===== config.mk =====
export PLATFORM = sky130hd
export DESIGN_NAME = game_flow_ctrl
export DESIGN_NICKNAME = d
export VERILOG_FILES = /design/src/rtl/game_flow_ctrl.sv
export SDC_FILE = /design/constraint.sdc
export NUM_CORES = 1
export LEC_CHECK = 0
export CORE_MARGIN = 4
export CORE_UTILIZATION = 55
export DETAILED_ROUTE_END_ITERATION = 6
export PLACE_DENSITY_LB_ADDON = 0.12
export RECOVER_POWER = 25
export SLEW_MARGIN = 5
export SYNTH_ARGS = -nofsm -noshare
export SYNTH_HDL_FRONTEND = slang
export SYNTH_SLANG_ARGS = --single-unit

===== constraint.sdc =====
create_clock -name clk -period 4.3 [get_ports clk]
set_input_delay 0.86 -clock clk [delete_from_list [all_inputs] [get_ports clk]]
set_output_delay 0.86 -clock clk [all_outputs]
set_load 0.1 [all_outputs]

===== src/rtl/game_flow_ctrl.sv =====
// game_flow_ctrl: keypad game FSM owning screens, BCD counters, cursor, selection and buzzer request
module game_flow_ctrl #(
  parameter int NUM_MAX = 5,
  parameter logic [39:0] INIT_STATUS = 40'h1111111111
) (
  input  logic        clk,
  input  logic        rst,
  input  logic [15:0] btn,
  output logic [1:0]  state,
  output logic [39:0] status,
  output logic [3:0]  cursor,
  output logic [2:0]  num,
  output logic [9:0]  sel_mask,
  output logic        buzz_req,
  output logic        apply_done
);
  localparam logic [1:0] START = 2'd0, HELP = 2'd1, CHOOSE = 2'd2, PLAY = 2'd3;
  localparam logic [2:0] NMAX = 3'(NUM_MAX);
  logic [15:0] btn_q, p;
  logic [1:0]  state_n;
  logic [2:0]  sel_cnt;
  logic [3:0]  cur_val;
  logic [39:0] applied;
  logic        has_zero;
  assign cur_val = status[{cursor, 2'b00} +: 4];
  // presses are registered once more so every action lands one edge after the rising sample
  always_ff @(posedge clk)
    if (rst) begin
      btn_q <= 16'hFFFF;
      p     <= '0;
    end else begin
      btn_q <= btn;
      p     <= btn & ~btn_q;
    end
  always_ff @(posedge clk)
    state <= rst ? START : state_n;
  always_comb begin
    state_n = state;
    case (state)
      START:   state_n = p[15] ? HELP  : p[14] ? CHOOSE : START;
      HELP:    state_n = p[13] ? START : p[14] ? CHOOSE : HELP;
      CHOOSE:  state_n = p[12] ? START : p[14] ? PLAY   : CHOOSE;
      default: state_n = p[12] ? START : PLAY;
    endcase
  end
  always_comb begin
    applied  = status;
    has_zero = 1'b0;
    for (int k = 0; k < 10; k++) begin
      if (sel_mask[k]) applied[4*k +: 4] = status[4*k +: 4] == 4'd9 ? 4'd0 : status[4*k +: 4] + 4'd1;
      if (status[4*k +: 4] == 4'd0) has_zero = 1'b1;
    end
  end
  always_ff @(posedge clk)
    if (rst) begin
      status     <= INIT_STATUS;
      cursor     <= '0;
      num        <= 3'd1;
      sel_mask   <= '0;
      sel_cnt    <= '0;
      buzz_req   <= 1'b0;
      apply_done <= 1'b0;
    end else begin
      apply_done <= 1'b0;
      buzz_req   <= state == PLAY && has_zero;
      if (state != PLAY && state_n == PLAY) begin
        status   <= INIT_STATUS;
        cursor   <= '0;
        sel_mask <= '0;
        sel_cnt  <= '0;
      end else if (state == CHOOSE && !p[12] && !p[14] && p[11]) begin
        num <= num == NMAX ? 3'd1 : num + 3'd1;
      end else if (state == PLAY) begin
        if (p[12]) begin
          sel_mask <= '0;
          sel_cnt  <= '0;
        end else if (p[3]) begin
          status     <= applied;
          sel_mask   <= '0;
          sel_cnt    <= '0;
          apply_done <= 1'b1;
        end else if (p[10]) begin
          if (sel_mask[cursor]) begin
            sel_mask[cursor] <= 1'b0;
            sel_cnt          <= sel_cnt - 3'd1;
          end else if (sel_cnt < num) begin
            sel_mask[cursor] <= 1'b1;
            sel_cnt          <= sel_cnt + 3'd1;
          end
        end else if (p[7]) begin
          cursor <= cursor == 4'd0 ? 4'd9 : cursor - 4'd1;
        end else if (p[5]) begin
          cursor <= cursor == 4'd9 ? 4'd0 : cursor + 4'd1;
        end else if (p[2]) begin
          status[{cursor, 2'b00} +: 4] <= cur_val == 4'd9 ? 4'd0 : cur_val + 4'd1;
        end else if (p[6]) begin
          status[{cursor, 2'b00} +: 4] <= cur_val == 4'd0 ? 4'd9 : cur_val - 4'd1;
        end
      end
    end
endmodule


==> results.ini <==
[cts]
clkTransAtPathRegs_ns = 0.09
htree_levels = 3
numCtsBuffers = 9
clk_latency_ns = 0.37
holdBufCountCts = 0
cts_resized = 0
cts_tree = done
postCtsSetupBuffers = 0
clock_path_buffers = 2
cts_sinks = 86
cts-root-buf = clkbuf_8

[pwr]
p_leak_nw = 2.20
powerDensity_mw_per_mm2 = 220
power_w = 0.00141
irDropWorstVdd_mv = 0.163

[sta]
setup_tns_ns = 0
max_freq_mhz = 275
min_period_ns = 3.63
hold_viol_final = 0
rsz0062_at_grt = false
finClkSkew_ns = 0.0138
whs_ns = 0.390
maxSlewHeadroom_pct = 21.2
period_share_pct = 84.5
setup_viol = 0
tightest_slew_ns = 1.18
final_max_slew_viol_count = 0

[floorplan]
dieArea_mm2 = 0.0116
die_h_um = 108
core_mm2 = 0.00973
pin_count = 79
fp.dieW_um = 108
rows = 36
initial_core_util_pct = 56.4

[cells_and_area]
multi_input_comb_area_mm2 = 0.00343
regArea_mm2 = 0.00172
drive_gt1_share_pct = 9.05
layout.nets = 765
diodes = 0
area_delta_synth_final_pct = 16.9
fill_cells = 886

[synth]
ys_seq_area_share_pct = 31.4
synth_edf_count = 0
syn-cell-area_mm2 = 0.00549
yosys.area.top_type = dfxtp_1
synth_top_cells_by_count = 86 x dfxtp_1, 68 x nand2_1, 58 x a21oi_1
synthTopCellsByArea = dfxtp_1 31%, a21oi_1 5.3%, nand2_1 4.7%, o21ai_0 4.5%, mux2i_1 3.1%
syn_inst = 690
yosysUniqueCellTypes = 63
synthesis.nets = 720
synth_top_area_share_pct = 31.4
synthMostInstantiatedCell = dfxtp_1
avgSynthCellArea_um2 = 7.95
yosys_warnings = 0
ys_async_sr_fraction_pct = 0
ys.flop_type = dfxtp_1
ys_ff_latch = 86

[global_route]
grt_pass1_vias = 5102
grt_overflow = 0
antenna_found_initial = 0
grtUsageTotal_pct = 27.4
grt_pass1_wl_um = 25600
grt_max_degree = 44

[detailed_routing]
antenna_left = 0
drcViolationCount = 0
first_pass_iters = 6
drt_iter0_drc = 470
vias = 5514
wl_um = 15700
routed_via_density = 6.32
wl_per_cell_um = 18.0

[setup_path]
cp_cell_sequence = clkbuf_1 -> mux4_2 -> a22oi_1 -> o21a_1 -> inv_1 -> o21ai_0 -> a21o_1 -> o21ai_0 -> a21oi_1
crit_end = sel_mask[3]$_SDFFE_PP0P_
crit_type = flop to flop
rr_endpoint = sel_mask[3]$_SDFFE_PP0P_
crit_path_end_kind = flop
arrival_ns = 3.93
timing.rr.start = cursor[0]$_SDFFE_PP0P_
slowest_delay_ns = 0.68
cp_common_cell = o21ai_0
crit_slowest_cell = clkbuf_1
crit_path_max_fanout = 15
cp-start-kind = flop
reg2reg_slack_ns = 0.67
crit_required_ns = 4.60
cp-startpoint = cursor[0]$_SDFFE_PP0P_
reg2reg_depth = 9

[run_status]
outcome = complete, no violations

[flow_run]
drv_cap = 0

[placed_design]
post-dp-hpwl_um = 11400
gp_congestion = 0.894
port_buffers = 73

[hold_path]
hp-class = flop to flop

area by class of cell:
class | count | area share, %
repair buffers | 84 | 12.5
flip-flops and latches | 86 | 26.9
inverters | 33 | 1.93
clock inverters | 7 | 0.761
clock buffers | 9 | 1.93
multi-input cells | 521 | 53.4
well taps | 133 | 2.60
placed cells by master (no fill, tap or decap), types with 4 or more instances in the layout:
| cell type | count |
|---|---|
| nor2_1 | 40 |
| or2_2 | 16 |
| nand2_1 | 68 |
| xnor2_1 | 13 |
| o211a_1 | 8 |
| a21oi_1 | 57 |
| nor3_1 | 13 |
| nor4_1 | 17 |
| a22oi_1 | 4 |
| clkdlybuf4s50_1 | 69 |
| and2_1 | 5 |
| ha_1 | 11 |
| a22o_1 | 4 |
| a21o_1 | 5 |
| a41oi_1 | 4 |
| nand4_1 | 5 |
| mux2_2 | 9 |
| o21ai_0 | 49 |
| inv_1 | 32 |
| nor3b_1 | 14 |
| dfxtp_1 | 85 |
| mux4_2 | 4 |
| a2bb2oi_1 | 14 |
| clkbuf_8 | 9 |
| and3_1 | 4 |
| nor2b_1 | 9 |
| buf_4 | 9 |
| o22ai_1 | 4 |
| mux2i_1 | 17 |
| a211oi_1 | 7 |
| nand2b_1 | 11 |
| o2bb2ai_1 | 7 |
| o311ai_0 | 7 |
| a31oi_1 | 9 |
| nand3_1 | 24 |
| or4_1 | 5 |
| o211ai_1 | 13 |
cell families after synthesis:
family | after synthesis | share of synthesized area (%)
mux | 31 | 7.07
compound gates | 219 | 27.2
fa+ha+maj | 12 | 2.87
xor+xnor | 13 | 2.08
flops | 86 | 31.4
simple gates | 246 | 23.2
buf+inv | 83 | 6.20
sequential cells by signal (all words and copies together), names as in the netlist:
name / count
apply_done: 1
num: 3
p: 11
state: 2
status: 40
sel_cnt: 3
sel_mask: 10
btn_q: 11
cursor: 4
buzz_req: 1
through the flow:
| stage | setup slack [ns] | utilization (%) | instances | area [um2] |
|---|---|---|---|---|
| finish | 0.668 | 65.9 | 873 | 6410 |
| global placement | 0.977 | 64.2 | 857 | 6250 |
| detailed placement | 0.812 | 64.2 | 857 | 6250 |
| global route | 0.333 | 65.9 | 873 | 6410 |
| floorplan | 0.267 | - | 690 | 5490 |
| CTS | 0.790 | 66.0 | 873 | 6420 |
critical path: cells and delay by family, from the launching register on:
family / cells / cell delay, ns
compound gates: 6 / 1.47
buf+inv: 2 / 0.82
flops: 1 / 0.67
mux: 1 / 0.59
report_power, final:
group,switching (W),internal (W)
Clock,0.000321,0.000212
Combinational,0.0000376,0.0000273
Sequential,0.00000878,0.000805
Total,0.000367,0.00104
metal layers:
layer	part of all wire [%]	GRT usage (%)	vias to the layer above
met4	2.2	8.75	0
li1	-	-	2617
met5	0	0	-
met3	7.1	4.26	33
met1	41	35.7	2618
met2	49	46.5	246
worst min path at each step:
stage,startpoint,end,slack [ns],depth (start not counted)
floorplan,btn_q[10]$_SDFF_PP1_,p[10]$_SDFF_PP0_,0.37,1
global placement,btn_q[3]$_SDFF_PP1_,p[3]$_SDFF_PP0_,0.37,1
detailed placement,btn_q[10]$_SDFF_PP1_,p[10]$_SDFF_PP0_,0.38,1
CTS,btn_q[10]$_SDFF_PP1_,p[10]$_SDFF_PP0_,0.39,1
global route,btn_q[10]$_SDFF_PP1_,p[10]$_SDFF_PP0_,0.40,1
finish,btn_q[3]$_SDFF_PP1_,p[3]$_SDFF_PP0_,0.39,1
No activity file was read; power rests on OpenSTA's default activity.
